<file path="src/rtl/ps_inspect_pkg.sv">
// Shared constants and helpers for the PS clock inspection blocks.
package ps_inspect_pkg;

    localparam int unsigned NUM_CLKS        = 4;
    localparam int unsigned DEF_CNT_W       = 16;
    localparam int unsigned DEF_GATE_CYCLES = 1000;

    // Increment that sticks at the all-ones value of a width-bit counter (width <= 32).
    function automatic logic [31:0] sat_inc(input logic [31:0] value, input int unsigned width);
        logic [31:0] max_val;
        max_val = (width >= 32) ? 32'hffff_ffff : ((32'd1 << width) - 32'd1);
        return (value >= max_val) ? max_val : value + 32'd1;
    endfunction

endpackage

</file>
<file path="src/rtl/clk_edge_counter.sv">
// One measurement channel: synchronizer, rising-edge detect, saturating accumulator and
// per-window result registers (count, stuck, ovf).
module clk_edge_counter
    import ps_inspect_pkg::*;
#(
    parameter int unsigned CNT_W       = DEF_CNT_W,
    parameter int unsigned SYNC_STAGES = 2
) (
    input  logic             ila_clk,
    input  logic             rst,
    input  logic             div_clk,
    input  logic             enable,
    input  logic             terminal,
    output logic [CNT_W-1:0] count,
    output logic             stuck,
    output logic             ovf
);

    localparam int unsigned SETTLE_W = $clog2(SYNC_STAGES + 2);
    localparam logic [SETTLE_W-1:0] SETTLE_DONE = SETTLE_W'(SYNC_STAGES + 1);
    localparam logic [CNT_W-1:0] CNT_MAX = '1;

    logic [SYNC_STAGES-1:0] sync_q, sync_d;
    logic                   prev_q, prev_d;
    logic [SETTLE_W-1:0]    settle_q, settle_d;
    logic [CNT_W-1:0]       acc_q, acc_d;
    logic                   ovf_acc_q, ovf_acc_d;
    logic [CNT_W-1:0]       count_q, count_d;
    logic                   stuck_q, stuck_d;
    logic                   ovf_q, ovf_d;

    logic             settled, rise_en;
    logic [CNT_W-1:0] acc_next;
    logic             ovf_next;

    always_comb begin
        sync_d   = {sync_q[SYNC_STAGES-2:0], div_clk};
        prev_d   = sync_q[SYNC_STAGES-1];
        // prev only holds a real synchronized sample once the reset zeros have flushed through
        settled  = (settle_q == SETTLE_DONE);
        settle_d = settled ? settle_q : settle_q + SETTLE_W'(1);
        rise_en  = sync_q[SYNC_STAGES-1] & ~prev_q & settled & enable;

        acc_next = rise_en ? CNT_W'(sat_inc(32'(acc_q), CNT_W)) : acc_q;
        ovf_next = ovf_acc_q | (rise_en & (acc_q == CNT_MAX));

        count_d   = count_q;
        stuck_d   = stuck_q;
        ovf_d     = ovf_q;
        acc_d     = acc_next;
        ovf_acc_d = ovf_next;
        if (terminal) begin
            count_d   = acc_next;
            stuck_d   = (acc_next == '0);
            ovf_d     = ovf_next;
            acc_d     = '0;
            ovf_acc_d = 1'b0;
        end
    end

    always_ff @(posedge ila_clk) begin
        if (rst) begin
            sync_q    <= '0;
            prev_q    <= 1'b0;
            settle_q  <= '0;
            acc_q     <= '0;
            ovf_acc_q <= 1'b0;
            count_q   <= '0;
            stuck_q   <= 1'b1;
            ovf_q     <= 1'b0;
        end else begin
            sync_q    <= sync_d;
            prev_q    <= prev_d;
            settle_q  <= settle_d;
            acc_q     <= acc_d;
            ovf_acc_q <= ovf_acc_d;
            count_q   <= count_d;
            stuck_q   <= stuck_d;
            ovf_q     <= ovf_d;
        end
    end

    assign count = count_q;
    assign stuck = stuck_q;
    assign ovf   = ovf_q;

endmodule

</file>
<file path="src/rtl/ps_clk_meter.sv">
// Gated-window frequency meter for the four prescaled PS clocks, all logic on ila_clk.
// Optional per-channel min/max tracking is built when PS_CLK_METER_MINMAX_EN is defined.
module ps_clk_meter
    import ps_inspect_pkg::*;
#(
    parameter int unsigned GATE_CYCLES = DEF_GATE_CYCLES,
    parameter int unsigned CNT_W       = DEF_CNT_W,
    parameter int unsigned SYNC_STAGES = 2
) (
    input  logic                      ila_clk,
    input  logic                      rst,
    input  logic [NUM_CLKS-1:0]       div_clk,
    input  logic                      enable,
    output logic [NUM_CLKS*CNT_W-1:0] count,
    output logic                      count_vld,
    output logic [NUM_CLKS-1:0]       stuck,
`ifdef PS_CLK_METER_MINMAX_EN
    output logic [NUM_CLKS-1:0]       ovf,
    output logic [NUM_CLKS*CNT_W-1:0] cnt_min,
    output logic [NUM_CLKS*CNT_W-1:0] cnt_max
`else
    output logic [NUM_CLKS-1:0]       ovf
`endif
);

    localparam int unsigned WIN_W = $clog2(GATE_CYCLES);
    localparam logic [WIN_W-1:0] WIN_LAST = WIN_W'(GATE_CYCLES - 1);

    logic [WIN_W-1:0] win_cnt_q, win_cnt_d;
    logic             count_vld_q, count_vld_d;
    logic             terminal;

    always_comb begin
        terminal    = enable & (win_cnt_q == WIN_LAST);
        count_vld_d = terminal;
        win_cnt_d   = win_cnt_q;
        if (terminal) begin
            win_cnt_d = '0;
        end else if (enable) begin
            win_cnt_d = win_cnt_q + WIN_W'(1);
        end
    end

    always_ff @(posedge ila_clk) begin
        if (rst) begin
            win_cnt_q   <= '0;
            count_vld_q <= 1'b0;
        end else begin
            win_cnt_q   <= win_cnt_d;
            count_vld_q <= count_vld_d;
        end
    end

    assign count_vld = count_vld_q;

    for (genvar g = 0; g < NUM_CLKS; g++) begin : g_chan
        clk_edge_counter #(
            .CNT_W       (CNT_W),
            .SYNC_STAGES (SYNC_STAGES)
        ) u_counter (
            .ila_clk  (ila_clk),
            .rst      (rst),
            .div_clk  (div_clk[g]),
            .enable   (enable),
            .terminal (terminal),
            .count    (count[g*CNT_W +: CNT_W]),
            .stuck    (stuck[g]),
            .ovf      (ovf[g])
        );
    end

`ifdef PS_CLK_METER_MINMAX_EN
    logic [NUM_CLKS*CNT_W-1:0] cnt_min_q, cnt_min_d;
    logic [NUM_CLKS*CNT_W-1:0] cnt_max_q, cnt_max_d;

    // Folds in the freshly published window, so trails count_vld by one cycle.
    always_comb begin
        cnt_min_d = cnt_min_q;
        cnt_max_d = cnt_max_q;
        if (count_vld_q) begin
            for (int i = 0; i < NUM_CLKS; i++) begin
                if (count[i*CNT_W +: CNT_W] < cnt_min_q[i*CNT_W +: CNT_W]) begin
                    cnt_min_d[i*CNT_W +: CNT_W] = count[i*CNT_W +: CNT_W];
                end
                if (count[i*CNT_W +: CNT_W] > cnt_max_q[i*CNT_W +: CNT_W]) begin
                    cnt_max_d[i*CNT_W +: CNT_W] = count[i*CNT_W +: CNT_W];
                end
            end
        end
    end

    always_ff @(posedge ila_clk) begin
        if (rst) begin
            cnt_min_q <= '1;
            cnt_max_q <= '0;
        end else begin
            cnt_min_q <= cnt_min_d;
            cnt_max_q <= cnt_max_d;
        end
    end

    assign cnt_min = cnt_min_q;
    assign cnt_max = cnt_max_q;
`endif

endmodule
</file>
<file path="config.mk">
export PLATFORM = sky130hd
export DESIGN_NAME = ps_clk_meter
export DESIGN_NICKNAME = d
export VERILOG_FILES = /design/src/rtl/ps_inspect_pkg.sv /design/src/rtl/clk_edge_counter.sv /design/src/rtl/ps_clk_meter.sv
export SDC_FILE = /design/constraint.sdc
export NUM_CORES = 1
export LEC_CHECK = 0
export ABC_AREA = 1
export BUFFER_PORTS_ARGS = -buffer_cell sky130_fd_sc_hd__buf_2
export CAP_MARGIN = 20
export CORE_UTILIZATION = 55
export CTS_CLUSTER_SIZE = 10
export DETAILED_ROUTE_END_ITERATION = 12
export MAX_ROUTING_LAYER = met4
export PLACE_DENSITY = 0.71
export REMOVE_ABC_BUFFERS = 1
export SETUP_SLACK_MARGIN = 0.3
export SLEW_MARGIN = 20
export SYNTH_ARGS = -nofsm -noshare
export SYNTH_HDL_FRONTEND = slang
export SYNTH_SLANG_ARGS = --single-unit
</file>
<file path="constraint.sdc">
create_clock -name ila_clk -period 2.2 [get_ports ila_clk]
set_input_delay 0.44 -clock ila_clk [delete_from_list [all_inputs] [get_ports ila_clk]]
set_output_delay 0.44 -clock ila_clk [all_outputs]
set_load 0.02 [all_outputs]
</file>
==> flow_summary.toml <==
[status]
outcome = "finished, final reports clean"

[drt]
wirelength_um = 19400
vias = 7449
drc = 0
via_per_inst = 5.14
drt_iter0_drc = 580
ant_nets = 0
wl_per_cell_um = 13.4
first_pass_iters = 6

[global_routing]
antenna_found_initial = 0
met2_usage_pct = 41.3
grt_pass1_vias = 6260
grt_use_met1_pct = 32.4
grt_use_total_pct = 25.4
grtUsageMet3_pct = 5.01
overflow = 0
top_usage_layer = "met2"
grt_max_degree = 64
grt_first_pass_wirelength_um = 29000

[sta]
tightest_slew_ps = 401
finalHoldViolCount = 0
relSlewSlack_pct = 73.3
finalSetupViolCount = 0
finalCritPeriodShare_pct = 82.5
grt_setup_unrepaired = "yes"
skew_ps = 6.69
fin_crit_ps = 1810
slew_viol_final = 0
max_clock_freq_ghz = 0.551
fin_ws_ps = 385

[synthesis]
synth_mux_area_share_pct = 0
synth_compound_area_share_pct = 7.69
synth_top_family_by_area = "simple AND/OR/NAND/NOR gates"
synthAdderAreaFrac_pct = 1.42
yosysWarnings = 0
synthesis.area_um2 = 7910
synth_seq_cells = 171
yosys.area.top_type = "dfxtp_1"
synth_flop_cell = "dfxtp_1"
synthCells = 1151
synthTopCellsByArea = "dfxtp_1, nand2_1, nor2_1, inv_1, nand3_1"
synth_seq_area_share_pct = 43.3
synth-simple-area-share_pct = 35.4
synth.top_cell.area_share_pct = 43.3
synth-xor-area-share_pct = 1.55
ys_async_sr_fraction_pct = 0
synth_edf_count = 0
ys_types = 32
syn_avg_cell_area_um2 = 6.87

[worst_hold_path]
hold_path_end = "g_chan[0].u_counter.sync_q[0]$_SDFF_PP0_"
min_path_cells = 3
holdCritStartpoint = "div_clk[0]"
hold_path.class = "primary input to flop"

[power]
vdd_drop_max_uv = 543
combPwrFrac_pct = 4.3
clkPwrFrac_pct = 45.3
powerDensity_nw_per_um2 = 657
swShare_pct = 21.7
power_leakage_nw = 4.73
power_frac_seq_pct = 50.4
p_switching_mw = 1.38
internal-power_mw = 4.98

[floorplanning]
dieArea_um2 = 14900
ios = 80
rows = 43
dieHeight_um = 122
die_x_um = 122
start_util_pct = 56.7
core_region_area_um2 = 13900

[clock_tree]
clock_path_buffers = 2
cts_root_buf = "clkbuf_16"
path_clk_slew_ps = 60
clkLatencyLatePin_ps = 430
postCtsHoldBufs = 0
htreeDepth = 4
clkSinkCount = 171
cts_tree = "yes"
cts_buffers = 17

[setup_path]
crit_path_start_kind = "flop"
reg2reg_slack_ps = 390
critPathCaptureType = "flop"
required_ps = 2520
reg2regPathDepth = 9
worstSetupPathType = "flop to flop"
critPathMaxFanout = 31
timing.rr.end = "g_chan[1].u_counter.count[13]$_SDFFE_PP0P_"
reg2reg_from = "win_cnt_q[1]$_SDFFE_PP0P_"
cp.arrival_ps = 2140

[layout]
drive_gt1_share_pct = 19.8
area.growth.synth_to_final_pct = 22.3
final_common_cell = "nand2_1"
nNetsFinal = 1273
final_cell_mix = "nand2_1, nor2_1, dfxtp_1"
fin_area_um2 = 9670
diodes = 0
utilization_pct = 69.4

[placement]
dp_slack_ps = 66.3
gp_congestion = 0.925
dpl_cell_area_um2 = 8430
dp_hpwl_um = 12000
io_buffers = 79

[flow_run]
max_cap_violations = 0
synth_stat cells (2+ instances only):
cell,n
a21oi_1,16
a22o_1,14
buf_2,8
buf_4,10
buf_6,4
clkbuf_1,12
dfxtp_1,171
ha_1,9
inv_1,162
inv_2,7
nand2_1,295
nand2_2,8
nand2_4,2
nand3_1,79
nand3b_1,7
nand4_1,29
nand4_2,3
nor2_1,198
nor2_2,7
nor2_4,6
nor3_1,4
o21a_1,2
o21ai_0,60
o21ai_1,12
o21bai_1,4
or2_2,4
xor2_1,13
flip-flops by register name, summed over array words and instances, names as in the netlist:
signal / flops
g_chan.u_counter.acc_q: 64
g_chan.u_counter.count: 64
win_cnt_q: 10
g_chan.u_counter.settle_q: 8
g_chan.u_counter.sync_q: 8
g_chan.u_counter.ovf: 4
g_chan.u_counter.ovf_acc_q: 4
g_chan.u_counter.prev_q: 4
g_chan.u_counter.stuck: 4
count_vld: 1
through the flow:
stage	std cells	hold WS, ps	setup TNS [ps]	power (mW)
final	1448	210	0	6.35
after global placement	1387	389	0	3.45
after detailed placement	1387	396	0	3.46
after global routing	1448	219	0	6.56
after CTS	1421	206	0	6.30
after floorplan	1117	388	-34760	3.38
worst max-delay path by stage:
| stage | start | endpoint | slack, ps | depth (start not counted) |
|---|---|---|---|---|
| after floorplan | win_cnt_q[0]$_SDFFE_PP0P_ | g_chan[1].u_counter.count[13]$_SDFFE_PP0P_ | -480 | 8 |
| after global placement | enable | g_chan[3].u_counter.stuck$_SDFFE_PP1P_ | 80 | 12 |
| after detailed placement | enable | g_chan[3].u_counter.stuck$_SDFFE_PP1P_ | 70 | 12 |
| after CTS | g_chan[1].u_counter.settle_q[0]$_SDFFE_PP0P_ | g_chan[1].u_counter.stuck$_SDFFE_PP1P_ | 240 | 12 |
| after global routing | g_chan[3].u_counter.settle_q[1]$_SDFFE_PP0P_ | g_chan[3].u_counter.stuck$_SDFFE_PP1P_ | 210 | 14 |
| final | win_cnt_q[1]$_SDFFE_PP0P_ | g_chan[1].u_counter.count[13]$_SDFFE_PP0P_ | 390 | 9 |
what timing repair did:
item / in CTS / in global routing
hold endpoints to repair: 0 / 0
setup buffers: 4 / 21
gates resized for setup: 8 / 94
pin swaps: 3 / 23
endpoints found under the setup margin: 57 / 81
gates cloned: 0 / 6
layer usage:
metal | vias up | wire (um)
met3 | 38 | 801
li1 | 3825 | -
met1 | 3378 | 8940
met2 | 208 | 9370
met5 | - | 0
met4 | 0 | 313
worst max-delay path: stages, from the launching register on:
cell,delay [ps]
dfxtp_1,370
ha_2,220
and3_1,150
inv_1,60
nor3_4,180
inv_2,80
nand2_2,110
inv_2,100
clkbuf_16,220
a22o_1,220
final cells by class:
cell class,instances,area (um^2)
Multi-Input combinational cell,781,4040
Timing Repair Buffer,117,761
Inverter,169,642
Clock inverter,8,95.1
Tap cell,180,225
Sequential cell,171,3440
Clock buffer,22,464
Fill cell,1205,4270
power by group through the flow:
stage | sequential [mW] | combinational [mW] | clock [mW]
2_1_floorplan | 3.24 | 0.142 | 0
3_3_place_gp | 3.24 | 0.205 | 0
3_5_place_dp | 3.24 | 0.212 | 0
4_1_cts | 3.18 | 0.213 | 2.91
5_1_grt | 3.21 | 0.307 | 3.05
6_report | 3.20 | 0.273 | 2.88
kinds of logic after synthesis:
group                    count (synthesis)
flip-flops                             171
adder cells (fa/ha/maj)                  9
AND/OR/NAND/NOR                        646
buffers and inverters                  203
AO/OA/AOI/OAI                          108
XOR/XNOR                                14
Power figures use the tool's default switching activity.
